**config.mk**
```make
export PLATFORM = sky130hd
export DESIGN_NAME = dotacc_pe_acc
export DESIGN_NICKNAME = d
export VERILOG_FILES = /design/src/rtl/dotacc_pe_acc.sv
export SDC_FILE = /design/constraint.sdc
export NUM_CORES = 2
export LEC_CHECK = 0
export ABC_AREA = 1
export BUFFER_PORTS_ARGS = -buffer_cell sky130_fd_sc_hd__buf_2
export CORE_ASPECT_RATIO = 0.7
export CORE_MARGIN = 2
export CORE_UTILIZATION = 60
export CTS_CLUSTER_DIAMETER = 60
export DETAILED_ROUTE_END_ITERATION = 8
export GPL_TIMING_DRIVEN = 0
export HOLD_SLACK_MARGIN = 0.05
export PLACE_DENSITY = 0.78
export SETUP_SLACK_MARGIN = 0.15
export SYNTH_ARGS = -nofsm -noshare
export SYNTH_HDL_FRONTEND = slang
export SYNTH_SLANG_ARGS = --single-unit
```
**constraint.sdc**
```tcl
create_clock -name i_clk -period 12.6 [get_ports i_clk]
set_input_delay 1.26 -clock i_clk [delete_from_list [all_inputs] [get_ports i_clk]]
set_output_delay 1.26 -clock i_clk [all_outputs]
set_load 0.005 [all_outputs]
```
**src/rtl/dotacc_pe_acc.sv**
```systemverilog
// DOTACC processing element: pairs IOB read data into signed lane products,
// reduces across lanes, accumulates per output piece and queues each result.

module dotacc_pe_lane #(
    parameter int DW = 8
) (
    input  logic            i_clk,
    input  logic [DW-1:0]   a,
    input  logic [DW-1:0]   b,
    output logic [2*DW-1:0] prod
);
    always_ff @(posedge i_clk) begin
        prod <= (2*DW)'($signed(a)) * (2*DW)'($signed(b));
    end
endmodule

module dotacc_pe_acc #(
    parameter int LANES      = 16,
    parameter int DW         = 8,
    parameter int ACCW       = 32,
    parameter int RD_LAT     = 1,
    parameter int LAST_LAT   = 0,
    parameter int FIFO_DEPTH = 4
) (
    input  logic                  i_clk,
    input  logic                  i_rst,
    input  logic                  i_start,
    input  logic                  i_square_mode,
    input  logic                  i_src_from2buffer,
    input  logic                  i_ren0,
    input  logic                  i_ren1,
    input  logic [LANES*DW-1:0]   i_rdata0,
    input  logic [LANES*DW-1:0]   i_rdata1,
    input  logic                  i_dotacc_out,
    output logic                  o_valid,
    output logic [ACCW-1:0]       o_result,
    input  logic                  i_ready,
    output logic                  o_busy,
    output logic                  o_err,
    output logic                  o_ovf
);
    localparam int AW = $clog2(FIFO_DEPTH);
    localparam logic [RD_LAT-1:0] RD_KEEP_NEW = RD_LAT'(1);
    localparam logic [RD_LAT-1:0] RD_KEEP_ALL = '1;

    // Read-latency alignment; on i_start only the newest enable survives.
    logic [RD_LAT-1:0] renPipe, ren1Pipe;
    logic [RD_LAT:0]   renTap, ren1Tap;
    logic [LAST_LAT:0] lastTap;
    logic              lastInFlight;

    always_comb begin
        renTap  = {renPipe, i_ren0 | i_ren1};
        ren1Tap = {ren1Pipe, i_ren1};
    end

    always_ff @(posedge i_clk) begin
        if (i_rst) begin
            renPipe  <= '0;
            ren1Pipe <= '0;
        end else begin
            renPipe  <= renTap[RD_LAT-1:0] & (i_start ? RD_KEEP_NEW : RD_KEEP_ALL);
            ren1Pipe <= ren1Tap[RD_LAT-1:0];
        end
    end

    if (LAST_LAT > 0) begin : g_lastDly
        localparam logic [LAST_LAT-1:0] LAST_KEEP_NEW = LAST_LAT'(1);
        localparam logic [LAST_LAT-1:0] LAST_KEEP_ALL = '1;
        logic [LAST_LAT-1:0] lastPipe;
        always_ff @(posedge i_clk) begin
            if (i_rst) lastPipe <= '0;
            else       lastPipe <= lastTap[LAST_LAT-1:0] & (i_start ? LAST_KEEP_NEW : LAST_KEEP_ALL);
        end
        assign lastTap      = {lastPipe, i_dotacc_out};
        assign lastInFlight = |lastPipe;
    end else begin : g_lastNoDly
        assign lastTap      = i_dotacc_out;
        assign lastInFlight = 1'b0;
    end

    logic                       beatVld, beatLast;
    logic [LANES-1:0][DW-1:0]   selWord, opA, opB, bReg, aS1, bS1;
    logic                       phase, phaseNext, latchB, errSet, pairVld;

    assign beatVld  = renTap[RD_LAT];
    assign beatLast = lastTap[LAST_LAT];
    assign selWord  = ren1Tap[RD_LAT] ? i_rdata1 : i_rdata0;

    // Operand selection; normal mode latches b on phase 0 and pairs on phase 1.
    always_comb begin
        opA       = selWord;
        opB       = selWord;
        pairVld   = beatVld;
        phaseNext = phase;
        latchB    = 1'b0;
        errSet    = 1'b0;
        if (i_src_from2buffer) begin
            opA = i_rdata0;
            opB = i_rdata1;
        end else if (!i_square_mode) begin
            opB = bReg;
            if (beatVld) begin
                if (!phase) begin
                    pairVld   = 1'b0;
                    latchB    = 1'b1;
                    phaseNext = 1'b1;
                    errSet    = beatLast;
                end else begin
                    phaseNext = 1'b0;
                end
            end
        end
        if (beatLast) phaseNext = 1'b0;
    end

    logic [2:1] vldPipe, lastStg;
    logic       errR;

    always_ff @(posedge i_clk) begin
        if (i_rst || i_start) begin
            phase   <= 1'b0;
            bReg    <= '0;
            vldPipe <= '0;
            lastStg <= '0;
            errR    <= 1'b0;
        end else begin
            phase   <= phaseNext;
            if (latchB) bReg <= selWord;
            vldPipe <= {vldPipe[1], pairVld};
            lastStg <= {lastStg[1], beatLast};
            if (errSet) errR <= 1'b1;
        end
    end

    always_ff @(posedge i_clk) begin
        aS1 <= opA;
        bS1 <= opB;
    end

    logic [LANES-1:0][2*DW-1:0] prodS2;

    for (genvar g = 0; g < LANES; g++) begin : g_lane
        dotacc_pe_lane #(.DW(DW)) u_lane (
            .i_clk (i_clk),
            .a     (aS1[g]),
            .b     (bS1[g]),
            .prod  (prodS2[g])
        );
    end

    logic [ACCW-1:0] laneSum, acc, accSum;
    logic            accDirty, push;

    always_comb begin
        laneSum = '0;
        for (int i = 0; i < LANES; i++) laneSum = laneSum + ACCW'($signed(prodS2[i]));
    end

    assign accSum = acc + (vldPipe[2] ? laneSum : '0);
    assign push   = lastStg[2] && !i_start;

    always_ff @(posedge i_clk) begin
        if (i_rst || i_start || push) begin
            acc      <= '0;
            accDirty <= 1'b0;
        end else if (vldPipe[2]) begin
            acc      <= accSum;
            accDirty <= 1'b1;
        end
    end

    // Result FIFO; a push into a full FIFO survives only if the head pops.
    logic [ACCW-1:0] fifoMem [FIFO_DEPTH];
    logic [AW:0]     wrPtr, rdPtr, count;
    logic            full, pop, ovfR;

    assign count = wrPtr - rdPtr;
    assign full  = count == (AW+1)'(FIFO_DEPTH);
    assign pop   = o_valid && i_ready;

    always_ff @(posedge i_clk) begin
        if (i_rst) begin
            wrPtr <= '0;
            rdPtr <= '0;
            ovfR  <= 1'b0;
            for (int i = 0; i < FIFO_DEPTH; i++) fifoMem[i] <= '0;
        end else begin
            if (pop) rdPtr <= rdPtr + 1'b1;
            if (push && (!full || pop)) begin
                fifoMem[wrPtr[AW-1:0]] <= accSum;
                wrPtr <= wrPtr + 1'b1;
            end
            if (i_start)                    ovfR <= 1'b0;
            else if (push && full && !pop)  ovfR <= 1'b1;
        end
    end

    assign o_valid  = wrPtr != rdPtr;
    assign o_result = fifoMem[rdPtr[AW-1:0]];
    assign o_err    = errR;
    assign o_ovf    = ovfR;
    assign o_busy   = (|renPipe) | lastInFlight | (|vldPipe) | (|lastStg) | phase | accDirty;

endmodule

```
Word level (Yosys, flattened, before mapping)
Memory sizes are Yosys's and may differ from the RTL's. A register that Yosys moved wholly into a read port is not among the register bits.
Index checks and enable logic that the tools add are counted.
{ "op_classes": {"add_sub_neg": 19, "multipliers": 16, "div": 0, "n_lt_le_gt_ge": 0, "eq_ne": 2, "n_shift": 0, "muxes": 27, "bitwise": 7, "reduce_logical": 17} }
{ "ops": {"columns": ["op", "n"], "rows": [
  ["$mux 128", 4],
  ["$mul 8x8->16", 16],
  ["$mux 32", 2],
  ["$add 32x32->32", 1],
  ["$reduce_or 32->1", 1],
  ["$add 30x16->31", 1],
  ["$add 29x16->30", 1],
  ["$add 28x16->29", 1],
  ["$add 27x16->28", 1],
  ["$add 26x16->27", 1],
  ["$add 25x16->26", 1],
  ["$add 24x16->25", 1],
  ["$add 23x16->24", 1],
  ["$add 22x16->23", 1],
  ["$add 21x16->22", 1],
  ["$add 20x16->21", 1],
  ["$add 19x16->20", 1],
  ["$add 18x16->19", 1],
  ["$add 17x16->18", 1],
  ["$mux 1", 18],
  ["$add 16x16->17", 1],
  ["$reduce_or 2->1", 4],
  ["$add 3x1->3 const B", 2],
  ["$mux 2", 3],
  ["9 further kinds", 22]
]} }
{ "word_totals": {"regBits": 688, "latchBits": 0, "mem_bits_rw": 128, "mem_bits_ro": 0, "inputBits": 265, "output_inout_bits": 36, "memories": 1} }
{ "mem_list": {"columns": ["memory", "words", "width", "rd", "rd_ports_with_merged_regs", "write_ports", "line", "text"], "rows": [
  ["fifoMem", 4, 32, 1, 1, 4, "174", "logic [ACCW-1:0] fifoMem [FIFO_DEPTH];"]
]} }

Depth between registers and ports, before layout
{ "depth": {"ltp_word": 18, "mapped_depth": 38, "mapped_depth_nobuf": 38} }

By module
A second synthesis with hierarchy kept.
{ "unflattened": {"hier_cells": 10515, "area_unflattened_um2": 80315.8} }
{ "modules_own_cells": {"columns": ["mod", "instances", "cells_each", "area_each_um2", "seq_area_each_um2"], "rows": [
  ["dotacc_pe_acc", 1, 3994, 31519.0, 12532.0],
  ["dotacc_pe_lane (g_lane[0].u_lane ...)", 9, 407, 3046.7, 320.3],
  ["dotacc_pe_lane (g_lane[4].u_lane ...)", 5, 405, 3039.2, 320.3],
  ["dotacc_pe_lane (g_lane[3].u_lane)", 1, 418, 3105.5, 320.3],
  ["dotacc_pe_lane (g_lane[9].u_lane)", 1, 415, 3075.4, 320.3]
]} }

Least setup slack after synthesis
No wires, ideal clock.
{ "synth_path": {"path_type": "register to register", "start": "register g_lane[12].u_lane.prod[2]", "end": "memory fifoMem[3][30], data pin", "setup_ns": 0.257, "arrival_ns": 6.201, "t_required_ns": 12.343, "setup_slack_ns": 6.142, "path_stages_with_launch": 31, "path_cell_list": "dfxtp_1 inv_1 fa_1 fa_1 inv_1 fa_1 fa_1 inv_1 fa_1 fa_1 inv_1 ha_1 fa_1 nand2_1 nand2_1 nand3_1 nand2_1 a21oi_1 o21bai_1 o21ai_0 a21oi_1 ha_1 nand2_1 o21a_1 o21ai_0 inv_1 nor2_1 nor2_1 nand3_1 and2_4 nor2_1"} }
{ "synth_rtl": {"columns": ["item", "line", "text"], "rows": [
  ["start, declared", "10", "output logic [2*DW-1:0] prod"],
  ["start signal, assigned", "13", "prod <= (2*DW)'($signed(a)) * (2*DW)'($signed(b));"],
  ["end, declared", "174", null]
]} }

==> results.rst <==
.. list-table::
   :header-rows: 1

   * - Metric
     - Value
   * - Max-cap violation count
     - 4
   * - Setup repair after global routing missed its margin
     - false
   * - I/O pin count
     - 301
   * - Setup TNS Final
     - 0 ps
   * - Number of hold buffers added after cts
     - 0
   * - Share of synthesized registers carrying an async set or reset
     - 0%
   * - DRC errors left
     - 0
   * - Register clock-pin slew on the reported worst setup and hold paths
     - approximately 70 ps
   * - Violated checks
     - capacitance limit, slew limit
   * - Final worst-path cycle share
     - between 60% and 70%
   * - Netlist area before placement
     - 76500 sq um
   * - Row count
     - 109
   * - Count of cells resized by post-cts repair
     - 0
   * - Post-route setup slack
     - 4810 ps
   * - Standard cell with the maximum stage delay on the critical path
     - xnor2_1
   * - First-pass GRT wire length
     - 343000 microns
   * - Average footprint of a synthesized cell
     - 8.15 sq um
   * - Crit. End Element
     - flop
   * - Final-report hold violation count
     - 0
   * - HP Class
     - reg2reg
   * - Worst-Skew Late Latency
     - 750 ps
   * - Buffer type at the clock tree root
     - clkbuf_16
   * - Data required time of the critical path
     - between 10000 and 15000 ps
   * - Sequential share of the synthesized area
     - 23.1%
   * - Layout net count
     - 11692
   * - Count of input and output buffers
     - 299
   * - Die extent in y
     - 303 microns
   * - Synthesized instance count
     - 9390
   * - Number of flops mapped to enable cells by yosys
     - around 130
   * - Final weighted congestion in routability-driven placement
     - around 1
   * - Die X
     - about 430 microns
   * - Status
     - finished with violations
   * - Top fanout value on the critical path
     - 6
   * - Drt first-iter violations
     - 6429
   * - Synth top area share
     - 29.2%
   * - Post-synth net total
     - 11298
   * - Max stage delay on crit path
     - 580 ps
   * - Final HPWL from detailed placement
     - 180000 microns
   * - Number of clock sinks
     - 818
   * - First-pass iteration count of the detailed router
     - 8
   * - Max frequency
     - about 130 MHz
   * - Overflow after GRT
     - 0
   * - Overall Global Routing Usage
     - between 30% and 40%
   * - Yosys cell types
     - 50
   * - Seq cells post-synth
     - 818
   * - Number of warnings issued by yosys
     - 0
   * - Via/cell ratio
     - 5.39
   * - Total core area
     - 126000 sq um
   * - Setup WS pre-CTS
     - 4940 ps
   * - Transition time at the pin with the least slew margin
     - 1640 ps
   * - Crit path arrival time
     - a little over 8000 ps
   * - Slew headroom
     - -9.31%
   * - Share of final-layout standard cells stronger than drive strength 1
     - 6.57%
   * - CTS tree
     - yes
   * - Number of H-tree levels
     - 3
   * - Number of global-route vias before repair
     - 62063
   * - Final WL
     - 221000 microns
   * - Most frequent cells in the layout
     - 2318 x inv_1, 2041 x nand2_1, 1116 x fa_1, 690 x dfxtp_1, 562 x o21ai_0
   * - Largest net degree at the start of global routing
     - 33
   * - Post-CTS setup buffer count
     - 0
   * - Predominant post-synthesis flop cell
     - dfxtp_1
   * - Antenna-violating nets left
     - 0
   * - Layout overhead on the synthesized area
     - 8.99%
   * - Yosys top cell by area
     - fa_1
   * - Most prevalent standard cell on the critical path
     - fa_1
   * - Number of clock buffers inserted by TritonCTS
     - 91
   * - Kind of launch point of the worst setup path
     - flop
   * - Final-report max-slew violation count
     - 44
   * - Clock tree skew after final layout
     - 45.2 ps
   * - Number of antenna violations at the first check in global routing
     - 6
   * - Die outline area
     - approximately 130000 sq um
   * - WS Path Type
     - reg2reg
   * - Final setup violation count
     - 0
   * - Largest buffer count on any clock path
     - 3
   * - Initial Utilization
     - 60.5%
   * - Most common cell after layout, fill and taps aside
     - inv_1
   * - Per-cell routed wire length
     - 19.2 microns
   * - Via count
     - 62147
   * - Cells taking the most area after synthesis
     - fa_1 29%, dfxtp_1 18%, inv_1 11%, nand2_1 10%, ha_1 8.6%
   * - Final Critical Period
     - 7790 ps
==> layer usage <==
| layer | global-route usage [%] | up-vias | routed length [microns] |
|---|---|---|---|
| met1 | 47.2 | 30146 | 90200 |
| met4 | 15.4 | 2 | 11900 |
| met5 | 0 | - | 13 |
| met3 | 8.79 | 508 | 23700 |
| met2 | 51.2 | 2983 | 95600 |
| li1 | - | 28508 | - |
==> cells in the mapped netlist, drive strengths merged (146+ instances only) <==
master	count
nand2	2051
nor2	380
a21oi	370
o21ai	565
inv	2319
xor2	157
dfxtp	690
ha	527
fa	1116
clkbuf	368
nand3	220
xnor2	146
==> worst max-delay path, delay by kind of cell (launching register included) <==
family                     cells  cell delay (ps)
xor gates and xnor gates       1              580
adders and majority gates      9             4290
AOI/OAI and AO/OA              7             1330
DFF                            1              320
buffers and inverters          4              260
and+or+nand+nor                6              750
==> stage by stage <==
stage                     area [sq um]  cells  hold slack (ps)  utilization (%)
after detailed placement         80200  11356              429             63.4
after CTS                        83400  11525              437             66.0
after floorplan                  76500   9390              416                -
after global routing             83400  11526              467             66.0
after global placement           80100  11354              429             63.4
final                            83400  11528              436             66.0
==> logic make-up (layout without fill, tap and decap cells) <==
group / Yosys count / in the layout / share of synthesized area, %
other: 0 / 3 / 0
and+or+nand+nor: 2820 / 2820 / 14.8
AOI/OAI and AO/OA: 1048 / 1048 / 7.20
xor gates and xnor gates: 303 / 303 / 3.52
DFF: 818 / 818 / 23.1
adders and majority gates: 1643 / 1643 / 37.8
buffers and inverters: 2758 / 3228 / 13.6
==> path summary, 6_finish.rpt <==
path                                   from        endpoint  slack, ps  depth (start not counted)
setup / recovery  g_lane[12].u_lane.prod[2]  fifoMem[2][19]       4810                         27
hold / removal                   lastStg[1]      lastStg[2]        440                          2
setup reg to reg  g_lane[12].u_lane.prod[2]  fifoMem[2][19]       4810                         27
hold reg to reg                  lastStg[1]      lastStg[2]        440                          2
==> area by class of cell <==
type | count | area (sq um)
Clock buffer | 112 | 2480
Clock inverter | 57 | 729
Timing Repair Buffer | 301 | 1550
Multi-Input combinational cell | 5814 | 48500
Antenna cell | 3 | 7.51
Inverter | 2320 | 8710
Fill cell | 10434 | 43000
Sequential cell | 818 | 17700
Buffer | 438 | 1720
Tap cell | 1665 | 2080
==> sequential cells by signal, summed over array words and instances (netlist names), named ones only <==
signal and count:
phase 1, g_lane.u_lane.prod 256, acc 32, accDirty 1
aS1 128, vldPipe 2, o_err 1, bReg 128
rdPtr 3, ren1Pipe 1, bS1 128, wrPtr 3
fifoMem 128, o_ovf 1, lastStg 2, beatVld 1
Power is left out: the tool's default activity adds up to more than one toggle a clock period on the data nets, which glitch-free logic cannot reach.
